### src/rtl/spi_slave_if_if.sv
// SPI pins plus the RAM-facing rx/tx handshake of the SPI slave front end.
// slave modport: the deserialiser itself; master modport: SPI master and RAM side.
// Plain wires only, no logic or storage.
interface spi_slave_if_if #(
  parameter int DATA_W = 8
);
  logic              SS_n;
  logic              MOSI;
  logic              MISO;
  logic [DATA_W+1:0] rx_data;
  logic              rx_valid;
  logic [DATA_W-1:0] tx_data;
  logic              tx_valid;

  modport slave (
    input  SS_n, MOSI, tx_data, tx_valid,
    output MISO, rx_data, rx_valid
  );

  modport master (
    output SS_n, MOSI, tx_data, tx_valid,
    input  MISO, rx_data, rx_valid
  );
endinterface

### src/rtl/spi_slave_if.sv
// SPI slave deserialiser: 10-bit {cmd,payload} frames to the RAM, read byte shifted back on MISO.
// Latency: rx_valid one cycle after the 10th MOSI sample; MISO MSB one cycle after tx_valid capture.
// No backpressure: the SPI master owns timing; FRAME_ERR_EN adds a frame_err pulse for aborted frames.
module spi_slave_if #(
  parameter int DATA_W = 8,
  parameter int CNT_W  = 4
) (
  input  logic          clk,
  input  logic          rst_n,
  spi_slave_if_if.slave bus
`ifdef FRAME_ERR_EN
  ,
  output logic          frame_err
`endif
);
  localparam int FRAME_W = DATA_W + 2;
  localparam logic [CNT_W-1:0] CNT_ONE   = CNT_W'(1);
  localparam logic [CNT_W-1:0] FRAME_CNT = CNT_W'(FRAME_W);
  localparam logic [CNT_W-1:0] LAST_SMP  = CNT_W'(FRAME_W - 1);
  localparam logic [CNT_W-1:0] TX_LAST   = CNT_W'(DATA_W);
  localparam logic [CNT_W-1:0] TX_DONE   = CNT_W'(DATA_W + 1);

  typedef enum logic [2:0] {IDLE, CHK_CMD, WRITE, READ_ADD, READ_DATA} state_t;

  state_t             state_q, state_d;
  logic [CNT_W-1:0]   cnt_q, cnt_d;          // MOSI bits sampled this frame, saturates at FRAME_W
  logic [FRAME_W-2:0] shift_q, shift_d;      // all but the last frame bit; the last comes straight from MOSI
  logic [FRAME_W-1:0] rx_data_q, rx_data_d;
  logic               rx_valid_q, rx_valid_d;
  logic               miso_q, miso_d;
  logic [DATA_W-1:0]  tx_shift_q, tx_shift_d;
  logic [CNT_W-1:0]   tx_bits_q, tx_bits_d;  // 0: waiting for tx_valid, 1..DATA_W: bit on MISO, DATA_W+1: done
  logic               seen_q, seen_d;        // a read-address frame has been delivered
  logic               in_frame;
`ifdef FRAME_ERR_EN
  logic               ferr_q, ferr_d;
`endif

  assign in_frame = (state_q == WRITE) || (state_q == READ_ADD) || (state_q == READ_DATA);

  // Next-state: SS_n high always returns to IDLE; the command MSB picks the frame type.
  always_comb begin
    state_d = state_q;
    if (bus.SS_n) begin
      state_d = IDLE;
    end else begin
      case (state_q)
        IDLE:    state_d = CHK_CMD;
        CHK_CMD: begin
          if (!bus.MOSI)   state_d = WRITE;
          else if (seen_q) state_d = READ_DATA;
          else             state_d = READ_ADD;
        end
        default: state_d = state_q;
      endcase
    end
  end

  // Datapath: bit sampling, frame delivery, read-byte serialisation and abort clean-up.
  always_comb begin
    cnt_d      = cnt_q;
    shift_d    = shift_q;
    rx_data_d  = rx_data_q;
    rx_valid_d = 1'b0;
    miso_d     = 1'b0;
    tx_shift_d = tx_shift_q;
    tx_bits_d  = tx_bits_q;
    seen_d     = seen_q;
`ifdef FRAME_ERR_EN
    ferr_d     = 1'b0;
`endif
    if (bus.SS_n) begin
      cnt_d      = '0;
      tx_shift_d = '0;
      tx_bits_d  = '0;
      if (state_q == READ_DATA) seen_d = 1'b0;
`ifdef FRAME_ERR_EN
      ferr_d = ((cnt_q != '0) && (cnt_q < FRAME_CNT)) ||
               ((state_q == READ_DATA) && (tx_bits_q < TX_LAST));
`endif
    end else if (state_q == CHK_CMD) begin
      shift_d = {shift_q[FRAME_W-3:0], bus.MOSI};
      cnt_d   = CNT_ONE;
    end else if (in_frame) begin
      if (cnt_q < FRAME_CNT) begin
        shift_d = {shift_q[FRAME_W-3:0], bus.MOSI};
        cnt_d   = cnt_q + CNT_ONE;
        if (cnt_q == LAST_SMP) begin
          rx_data_d  = {shift_q, bus.MOSI};
          rx_valid_d = 1'b1;
          if (state_q == READ_ADD) seen_d = 1'b1;
        end
      end
      // Read byte is only accepted once the frame has been handed to the RAM.
      if ((state_q == READ_DATA) && (cnt_q == FRAME_CNT)) begin
        if (tx_bits_q == '0) begin
          if (bus.tx_valid) begin
            miso_d     = bus.tx_data[DATA_W-1];
            tx_shift_d = {bus.tx_data[DATA_W-2:0], 1'b0};
            tx_bits_d  = CNT_ONE;
          end
        end else if (tx_bits_q < TX_LAST) begin
          miso_d     = tx_shift_q[DATA_W-1];
          tx_shift_d = {tx_shift_q[DATA_W-2:0], 1'b0};
          tx_bits_d  = tx_bits_q + CNT_ONE;
        end else if (tx_bits_q == TX_LAST) begin
          tx_bits_d = TX_DONE;
          seen_d    = 1'b0;
        end
      end
    end
  end

  // State and datapath registers with synchronous active-low reset.
  always_ff @(posedge clk) begin
    if (!rst_n) begin
      state_q    <= IDLE;
      cnt_q      <= '0;
      shift_q    <= '0;
      rx_data_q  <= '0;
      rx_valid_q <= 1'b0;
      miso_q     <= 1'b0;
      tx_shift_q <= '0;
      tx_bits_q  <= '0;
      seen_q     <= 1'b0;
`ifdef FRAME_ERR_EN
      ferr_q     <= 1'b0;
`endif
    end else begin
      state_q    <= state_d;
      cnt_q      <= cnt_d;
      shift_q    <= shift_d;
      rx_data_q  <= rx_data_d;
      rx_valid_q <= rx_valid_d;
      miso_q     <= miso_d;
      tx_shift_q <= tx_shift_d;
      tx_bits_q  <= tx_bits_d;
      seen_q     <= seen_d;
`ifdef FRAME_ERR_EN
      ferr_q     <= ferr_d;
`endif
    end
  end

  assign bus.rx_data  = rx_data_q;
  assign bus.rx_valid = rx_valid_q;
  assign bus.MISO     = miso_q;
`ifdef FRAME_ERR_EN
  assign frame_err    = ferr_q;
`endif
endmodule
### src/flat_wrapper.sv
// flat-port wrapper written by rule: the top's interface ports become plain ports
module spi_slave_if_flat 
#(
  parameter int DATA_W = 8,
  parameter int CNT_W  = 4
)
  (clk, rst_n, bus_SS_n, bus_MOSI, bus_tx_data, bus_tx_valid, bus_MISO, bus_rx_data, bus_rx_valid);
  spi_slave_if_if #(.DATA_W(DATA_W)) bus_i ();
  input  logic clk;
  input  logic rst_n;
  input wire logic [$bits(bus_i.SS_n)-1:0] bus_SS_n;
  input wire logic [$bits(bus_i.MOSI)-1:0] bus_MOSI;
  input wire logic [$bits(bus_i.tx_data)-1:0] bus_tx_data;
  input wire logic [$bits(bus_i.tx_valid)-1:0] bus_tx_valid;
  output wire logic [$bits(bus_i.MISO)-1:0] bus_MISO;
  output wire logic [$bits(bus_i.rx_data)-1:0] bus_rx_data;
  output wire logic [$bits(bus_i.rx_valid)-1:0] bus_rx_valid;
  assign bus_i.SS_n = bus_SS_n;
  assign bus_i.MOSI = bus_MOSI;
  assign bus_i.tx_data = bus_tx_data;
  assign bus_i.tx_valid = bus_tx_valid;
  assign bus_MISO = bus_i.MISO;
  assign bus_rx_data = bus_i.rx_data;
  assign bus_rx_valid = bus_i.rx_valid;
  spi_slave_if #(.DATA_W(DATA_W), .CNT_W(CNT_W)) u_core (.clk(clk), .rst_n(rst_n), .bus(bus_i));
endmodule
### config.mk
export PLATFORM = sky130hd
export DESIGN_NAME = spi_slave_if_flat
export DESIGN_NICKNAME = d
export VERILOG_FILES = /design/src/rtl/spi_slave_if_if.sv /design/src/rtl/spi_slave_if.sv /design/src/flat_wrapper.sv
export SDC_FILE = /design/constraint.sdc
export NUM_CORES = 1
export LEC_CHECK = 0
export BUFFER_PORTS_ARGS = -buffer_cell sky130_fd_sc_hd__buf_2
export CORE_MARGIN = 5
export CORE_UTILIZATION = 56
export CTS_BUF_LIST = sky130_fd_sc_hd__clkbuf_16
export CTS_CLUSTER_DIAMETER = 50
export DETAILED_ROUTE_END_ITERATION = 10
export GPL_TIMING_DRIVEN = 0
export HOLD_SLACK_MARGIN = 0.15
export PLACE_DENSITY_LB_ADDON = 0.12
export SLEW_MARGIN = 30
export SYNTH_ARGS = -nofsm -noshare
export SYNTH_HDL_FRONTEND = slang
export SYNTH_SLANG_ARGS = --single-unit
### constraint.sdc
create_clock -name clk -period 2.7 [get_ports clk]
set_input_delay 0.54 -clock clk [delete_from_list [all_inputs] [get_ports clk]]
set_output_delay 0.54 -clock clk [all_outputs]
set_load 0.03 [all_outputs]
==> results of run 1 <==
power by group:
part / internal, mW / leakage [nW] / switching [mW]
logic: 0.0206 / 0.420 / 0.0323
clock network: 0.340 / 0.0736 / 0.240
registers: 0.593 / 0.323 / 0.00446
total: 0.954 / 0.817 / 0.277
layout by cell type, fill, tap and decap left out, drive strengths merged, types with 2 or more instances in the layout:
master   n
or4      2
nor3b    2
o21ai   23
nand3   10
nor2    15
o211ai   3
nand2b   5
nor4     4
a41oi    3
a311oi   6
a21oi   10
ha       5
clkbuf  15
dfxtp   40
clkinv   3
and3     4
or2      2
inv      8
mux2i    9
buf     26
and2b    2
nand2   35
layout make-up:
cell class                      instances  area share
Buffer                                 13     0.02465
Inverter                                8     0.01408
Multi-Input combinational cell        156      0.4384
Timing Repair Buffer                   23     0.05399
Sequential cell                        40      0.3756
Clock inverter                          3    0.008803
Clock buffer                            5     0.05869
Tap cell                               44     0.02582
final timing paths:
check | slack [ns] | endpoint | cells past startpoint
max reg2reg | 0.69 | u_core.tx_shift_q[3]$_SDFFE_PP0P_ | 6
min | 0.46 | u_core.bus.rx_data[0]$_SDFFE_PN0P_ | 2
max | 0.69 | u_core.tx_shift_q[3]$_SDFFE_PP0P_ | 6
min reg2reg | 0.46 | u_core.bus.rx_data[0]$_SDFFE_PN0P_ | 2
logic make-up after synthesis:
group	count (synthesis)	synth area share
mux	9	0.04955
buf+inv	21	0.04542
flops	40	0.4405
fa+ha+maj	6	0.03992
simple gates	89	0.2450
compound gates	51	0.1748
xor+xnor	1	0.004818
per-layer routing:
metal / vias to the layer above / global-route usage / routed length [um]
met5: - / 0 / 0
met4: 0 / 0.1063 / 70
met3: 8 / 0.04047 / 168
met2: 33 / 0.2908 / 1732
li1: 821 / - / -
met1: 742 / 0.2683 / 1874
cell usage after synthesis, drive strengths merged:
cell type  instances  area [um2]
nand4b             1       8.760
o211ai             3       22.52
buf                3       15.01
a311oi             6       52.55
a31oi              1       6.260
a21oi             10       53.80
o21ai             23       115.1
nor3b              2       15.01
ha                 5       62.56
or3                1       6.260
a41oi              3       26.28
nor3               1       5.000
clkbuf            10       37.54
mux2i              9       90.09
o21a               1       7.510
or2                2       12.52
a211oi             1       7.510
dfxtp             40       800.8
inv                8       30.03
o211a              1       10.01
nor2              15       56.30
or3b               1       8.760
nand2b             5       31.28
nor4bb             1       10.01
o31ai              1       7.510
and3               4       25.02
and2               1       6.260
or4                2       18.77
nor4               4       31.28
and2b              2       15.01
o311ai             1       8.760
nand3b             1       7.510
nor2b              1       6.260
xor2               1       8.760
maj3               1       10.01
nand3             10       50.05
nand2             35       131.4
metrics by stage:
step | hold slack, ns | utilization | power [mW]
2_1_floorplan | 0.4350 | - | 0.6444
3_3_place_gp | 0.4442 | 0.6459 | 0.6633
3_5_place_dp | 0.4505 | 0.6459 | 0.6639
4_1_cts | 0.4608 | 0.6927 | 1.239
5_1_grt | 0.4951 | 0.6927 | 1.274
6_report | 0.4577 | 0.6927 | 1.231
tightest hold or removal path: stages, from the launching register on:
cell                      delay, ns
sky130_fd_sc_hd__dfxtp_1       0.31
sky130_fd_sc_hd__nand2_1       0.05
sky130_fd_sc_hd__o21ai_0       0.06
flip-flops by register name (all words and copies together) (netlist names):
register             count
u_core.bus.rx_valid      1
u_core.bus.rx_data      10
u_core.shift_q           9
u_core.bus.MISO          1
u_core.tx_bits_q         4
u_core.tx_shift_q        7
u_core.state_q           3
u_core.seen_q            1
u_core.cnt_q             4
==> impl_metrics.ini, run 1 <==
[timing]
clock-skew-final_ns = 0.004535
fmax_ghz = 0.4985
finalCritPeriodShare = 0.7430
period_needed_ns = 2.006
final_max_slew_viol_count = 0
final.setup.worst_slack_ns = 0.6938
fin_setup_tns_ns = 0
maxSlewHeadroom = 0.6404
setup_viol = 0
worst_slew_pin_slew_ns = 0.5394
setup_repair_after_global_routing_missed_its_margin = no
report.final.hold_viol_count = 0

[synthesis]
synth_cells = 217
seq_area_frac_synth = 0.4405
syn-cell-area_mm2 = 0.001818
syn_area_per_cell_um2 = 8.378
total_nets_after_synthesis = 235
yosysWarnings = 0
synth.distinct_cells = 41
post_synthesis_register_bit_count = 40

[final_layout]
stdcell_count = 292
final_std_cell_area_no_fill_mm2 = 0.002132
multi_input_area_um2 = 934.6
nets = 265
drive_gt1_frac = 0.1532
register_area_um2 = 800.8
antenna_cells = 0
layout-area-overhead-vs-synth_pct = 17.27
fill_cells = 273

[critical_path]
critical_path.max_fanout = 10
critPathArrivalTime_ns = 2.20
criticalPathCategory = flip-flop to flip-flop
startpoint = u_core.state_q[2]$_SDFFE_PP0P_
crit-reg2reg-launch = u_core.state_q[2]$_SDFFE_PP0P_
cp_slowest_stage_delay_ns = 0.44
cp_cell_sequence = or3b_1, buf_2, nor4_2, buf_2, nor2_1, a311oi_1
slowest_stage = sky130_fd_sc_hd__dfxtp_1
critPathRequiredTime_ns = 2.90
critPathTopFamily = simple AND/OR/NAND/NOR gates
cpMostUsedCell = sky130_fd_sc_hd__buf_2
critPathLaunchType = flip-flop
worstSetupEndpointType = flip-flop
critPathBufInv = 2

[clock_tree]
cts_made_buffers = 5
holdBufCountCts = 0
cts_htree_levels = 2
clock_insertion_delay_worst_skew_ns = 0.29
cts.sinks = 40
cts.reportedPaths.clkPinSlew_ns = 0.06
tritoncts = yes
cts_repair_resize_count = 0
count_of_buffers_added_by_post_cts_timing_repair_for_setup = 0
cts_buffer_depth = 2
clock-root-buffer = sky130_fd_sc_hd__clkbuf_16

[detailed_routing]
drt_pass1_iterations = 4
route.detailed.drc = 0
viasPerCell = 5.493
drt-total-wl_um = 3846
detail_route.wl_per_cell_um = 13.17
detail_route.iter0.violations = 125
drtAntennaViolNets = 0
route.vias.total = 1604

[global_route]
grt_start_max_net_pins = 14
number_of_antenna_violations_at_the_first_check_in_global_routing = 0
grt_pass1_vias = 1481
grt_util_all_layers = 0.1977
overflow = 0
grt_pass1_wl_um = 6713

[power_and_ir_drop]
ir_drop_mv = 0.6242
power_density_mw_per_mm2 = 577.5
power.leakage_nw = 0.8165

[placed_design]
dpl_worst_slack_ns = 0.7066
place_area_mm2 = 0.001988
io_buffers = 23
place_inst = 284
hpwlAfterDp_um = 2714
finalWeightedCongestion = 0.8472

[floorplan]
initial_utilization = 0.5907
floorplan.die.height_um = 66.98
rows = 20
fp.coreArea_mm2 = 0.003078
ioPinCount = 25
dieArea_mm2 = 0.004486
fp.dieW_um = 66.98

[worst_hold_path]
min-delay-start = u_core.bus.rx_data[0]$_SDFFE_PN0P_
holdCritPathClass = flip-flop to flip-flop

[run]
max_cap_viol_count = 0

[outcome]
outcome = finished, final reports clean
(Power assumes the default switching activity.)
==> run 2: changes to the inputs <==
==> constraint.sdc (replaced) <==
create_clock -name clk -period 1.9 [get_ports clk]
set_input_delay 0.38 -clock clk [delete_from_list [all_inputs] [get_ports clk]]
set_output_delay 0.38 -clock clk [all_outputs]
set_load 0.03 [all_outputs]
==> run 2 against run 1 <==
Compared with the run above: clock power is 42% higher; worst setup slack worse by 0.65 ns; combinational power up 51%; first-iteration DRC count down 26%; die area stayed put; final cell count grew 2.1%.
==> impl_metrics.ini, run 2 (same netlist as run 1, synthesis figures left out) <==
[outcome]
outcome = finished, final reports clean

[floorplan]
initial_utilization = 0.5907
floorplan.die.height_um = 66.98
rows = 20
fp.coreArea_mm2 = 0.003078
ioPinCount = 25
fp.dieW_um = 66.98
dieArea_mm2 = 0.004486

[critical_path]
rr_worst_depth = 5
cp_slowest_stage_delay_ns = 0.47
critPathRequiredTime_ns = 2.12
critPathArrivalTime_ns = 2.08
critPathLaunchType = flip-flop
criticalPathCategory = flip-flop to flip-flop
critical_path.reg2reg.endpoint = u_core.tx_bits_q[2]$_SDFFE_PP0P_
slowest_stage = sky130_fd_sc_hd__or4_4
cp_cell_sequence = or3b_1, buf_6, or4_4, or3_4, a21oi_2
crit-reg2reg-launch = u_core.state_q[0]$_SDFFE_PP0P_
critical_path.max_fanout = 5
r2r_slack_ns = 0.05
worstSetupEndpointType = flip-flop

[worst_hold_path]
min-delay-start = bus_tx_data[2]
hold_path_stages = 3
holdPathEnd = u_core.tx_shift_q[3]$_SDFFE_PP0P_
holdCritPathClass = input pin to flip-flop

[clock_tree]
cts_made_buffers = 5
cts.sinks = 40
tritoncts = yes
cts_buffer_depth = 2
clock-root-buffer = sky130_fd_sc_hd__clkbuf_16
clock_insertion_delay_worst_skew_ns = 0.29
cts_htree_levels = 2
holdBufCountCts = 0
cts.reportedPaths.clkPinSlew_ns = 0.06

[detailed_routing]
route.vias.total = 1637
highest_signal_layer_in_the_routed_design = met4
route.met3.wl_um = 171
drt_pass1_iterations = 4
drtAntennaViolNets = 0
route.detailed.drc = 0
route.met2.wl_um = 1860
drt-total-wl_um = 3988
viasPerCell = 5.493
detail_route.wl_per_cell_um = 13.38
route.layer.met1.wl_um = 1842
detail_route.iter0.violations = 93

[timing]
final.setup.worst_slack_ns = 0.04517
setup_viol = 0
clock-skew-final_ns = 0.003379
fin_setup_tns_ns = 0
period_needed_ns = 1.855
fmax_ghz = 0.5391
report.final.hold_viol_count = 0
final_max_slew_viol_count = 0
finalCritPeriodShare = 0.9762
worst_slew_pin_slew_ns = 0.6297
maxSlewHeadroom = 0.5793

[final_layout]
flip_flop_count_of_the_largest_register_all_copies_and_words_added = 10
drive_gt1_frac = 0.2165
layout-area-overhead-vs-synth_pct = 22.44
nets = 271
antenna_cells = 0
layout.cells.most_common_list = sky130_fd_sc_hd__nand2_1, sky130_fd_sc_hd__dfxtp_1, sky130_fd_sc_hd__buf_2

[run]
max_cap_viol_count = 0

[placed_design]
io_buffers = 23
dpl_worst_slack_ns = -0.09339
hpwlAfterDp_um = 2714
finalWeightedCongestion = 0.8472

[global_route]
overflow = 0
number_of_antenna_violations_at_the_first_check_in_global_routing = 0
grt_start_max_net_pins = 14
grt_util_all_layers = 0.2051
grt_pass1_vias = 1517
grt_pass1_wl_um = 6893

[power_and_ir_drop]
ir_drop_mv = 0.8852
power.leakage_nw = 0.8693
power_density_mw_per_mm2 = 784.6
run 2: changes by cell type in the layout (fill, tap and decap cells not counted), sizes merged:
cell	delta
buf	+6
run 2: metrics by stage:
step                power, mW  hold slack, ns  area (um2)  std cells    util
floorplan              0.9157          0.4350        1818        217       -
global placement       0.9426          0.4442        1988        284  0.6459
detailed placement     0.9434          0.4505        1988        284  0.6459
CTS                     1.761          0.3481        2187        296  0.7106
global route            1.813          0.3557        2226        298  0.7232
finish                  1.746          0.3530        2226        298  0.7232
run 2: what timing repair did:
| action | CTS | global route |
|---|---|---|
| setup buffers | 4 | 2 |
| gates cloned | 0 | 0 |
| resized for setup | 9 | 11 |
| pin swaps | 2 | 2 |
| endpoints found under the setup margin | 16 | 28 |
run 2: critical path: cells and delay by family (launching register included):
kind	cells	cell delay, ns
flops	1	0.33
buf+inv	1	0.14
compound gates	1	0.11
simple gates	3	1.20
run 2: final cells by class:
cell class	count	area (um2)
plain buffers	13	68.82
repair buffers	29	160.2
clock inverters	3	18.77
well taps	44	55.05
multi-input cells	156	955.9
flip-flops and latches	40	812.0
fillers	255	852.1
clock buffers	5	125.1
inverters	8	30.03
run 2: report_power, final:
part | switching, mW | leakage, nW | internal (mW)
sequential | 0.00437 | 0.325 | 0.842
combinational | 0.0489 | 0.470 | 0.0309
clock | 0.337 | 0.0736 | 0.483
total | 0.391 | 0.869 | 1.36
run 2: how the worst max path moves through the flow:
stage | from | to | slack, ns | cells after the start
2_1_floorplan | u_core.state_q[2]$_SDFFE_PP0P_ | u_core.tx_bits_q[2]$_SDFFE_PP0P_ | 0.03 | 5
6_report | u_core.state_q[0]$_SDFFE_PP0P_ | u_core.tx_bits_q[2]$_SDFFE_PP0P_ | 0.05 | 5
3_3_place_gp | u_core.state_q[2]$_SDFFE_PP0P_ | u_core.tx_shift_q[2]$_SDFFE_PP0P_ | -0.10 | 6
3_5_place_dp | u_core.state_q[2]$_SDFFE_PP0P_ | u_core.tx_shift_q[7]$_SDFFE_PP0P_ | -0.09 | 6
5_1_grt | u_core.cnt_q[0]$_SDFFE_PP0P_ | u_core.tx_shift_q[1]$_SDFFE_PP0P_ | -0.007 | 6
4_1_cts | u_core.cnt_q[1]$_SDFFE_PP0N_ | u_core.tx_bits_q[2]$_SDFFE_PP0P_ | 0.009 | 5
run 2: per-layer routing:
layer,vias to the layer above,GRT usage
li1,834,-
met1,756,0.2673
met2,36,0.3069
met3,11,0.05228
met4,0,0.1114
met5,-,0
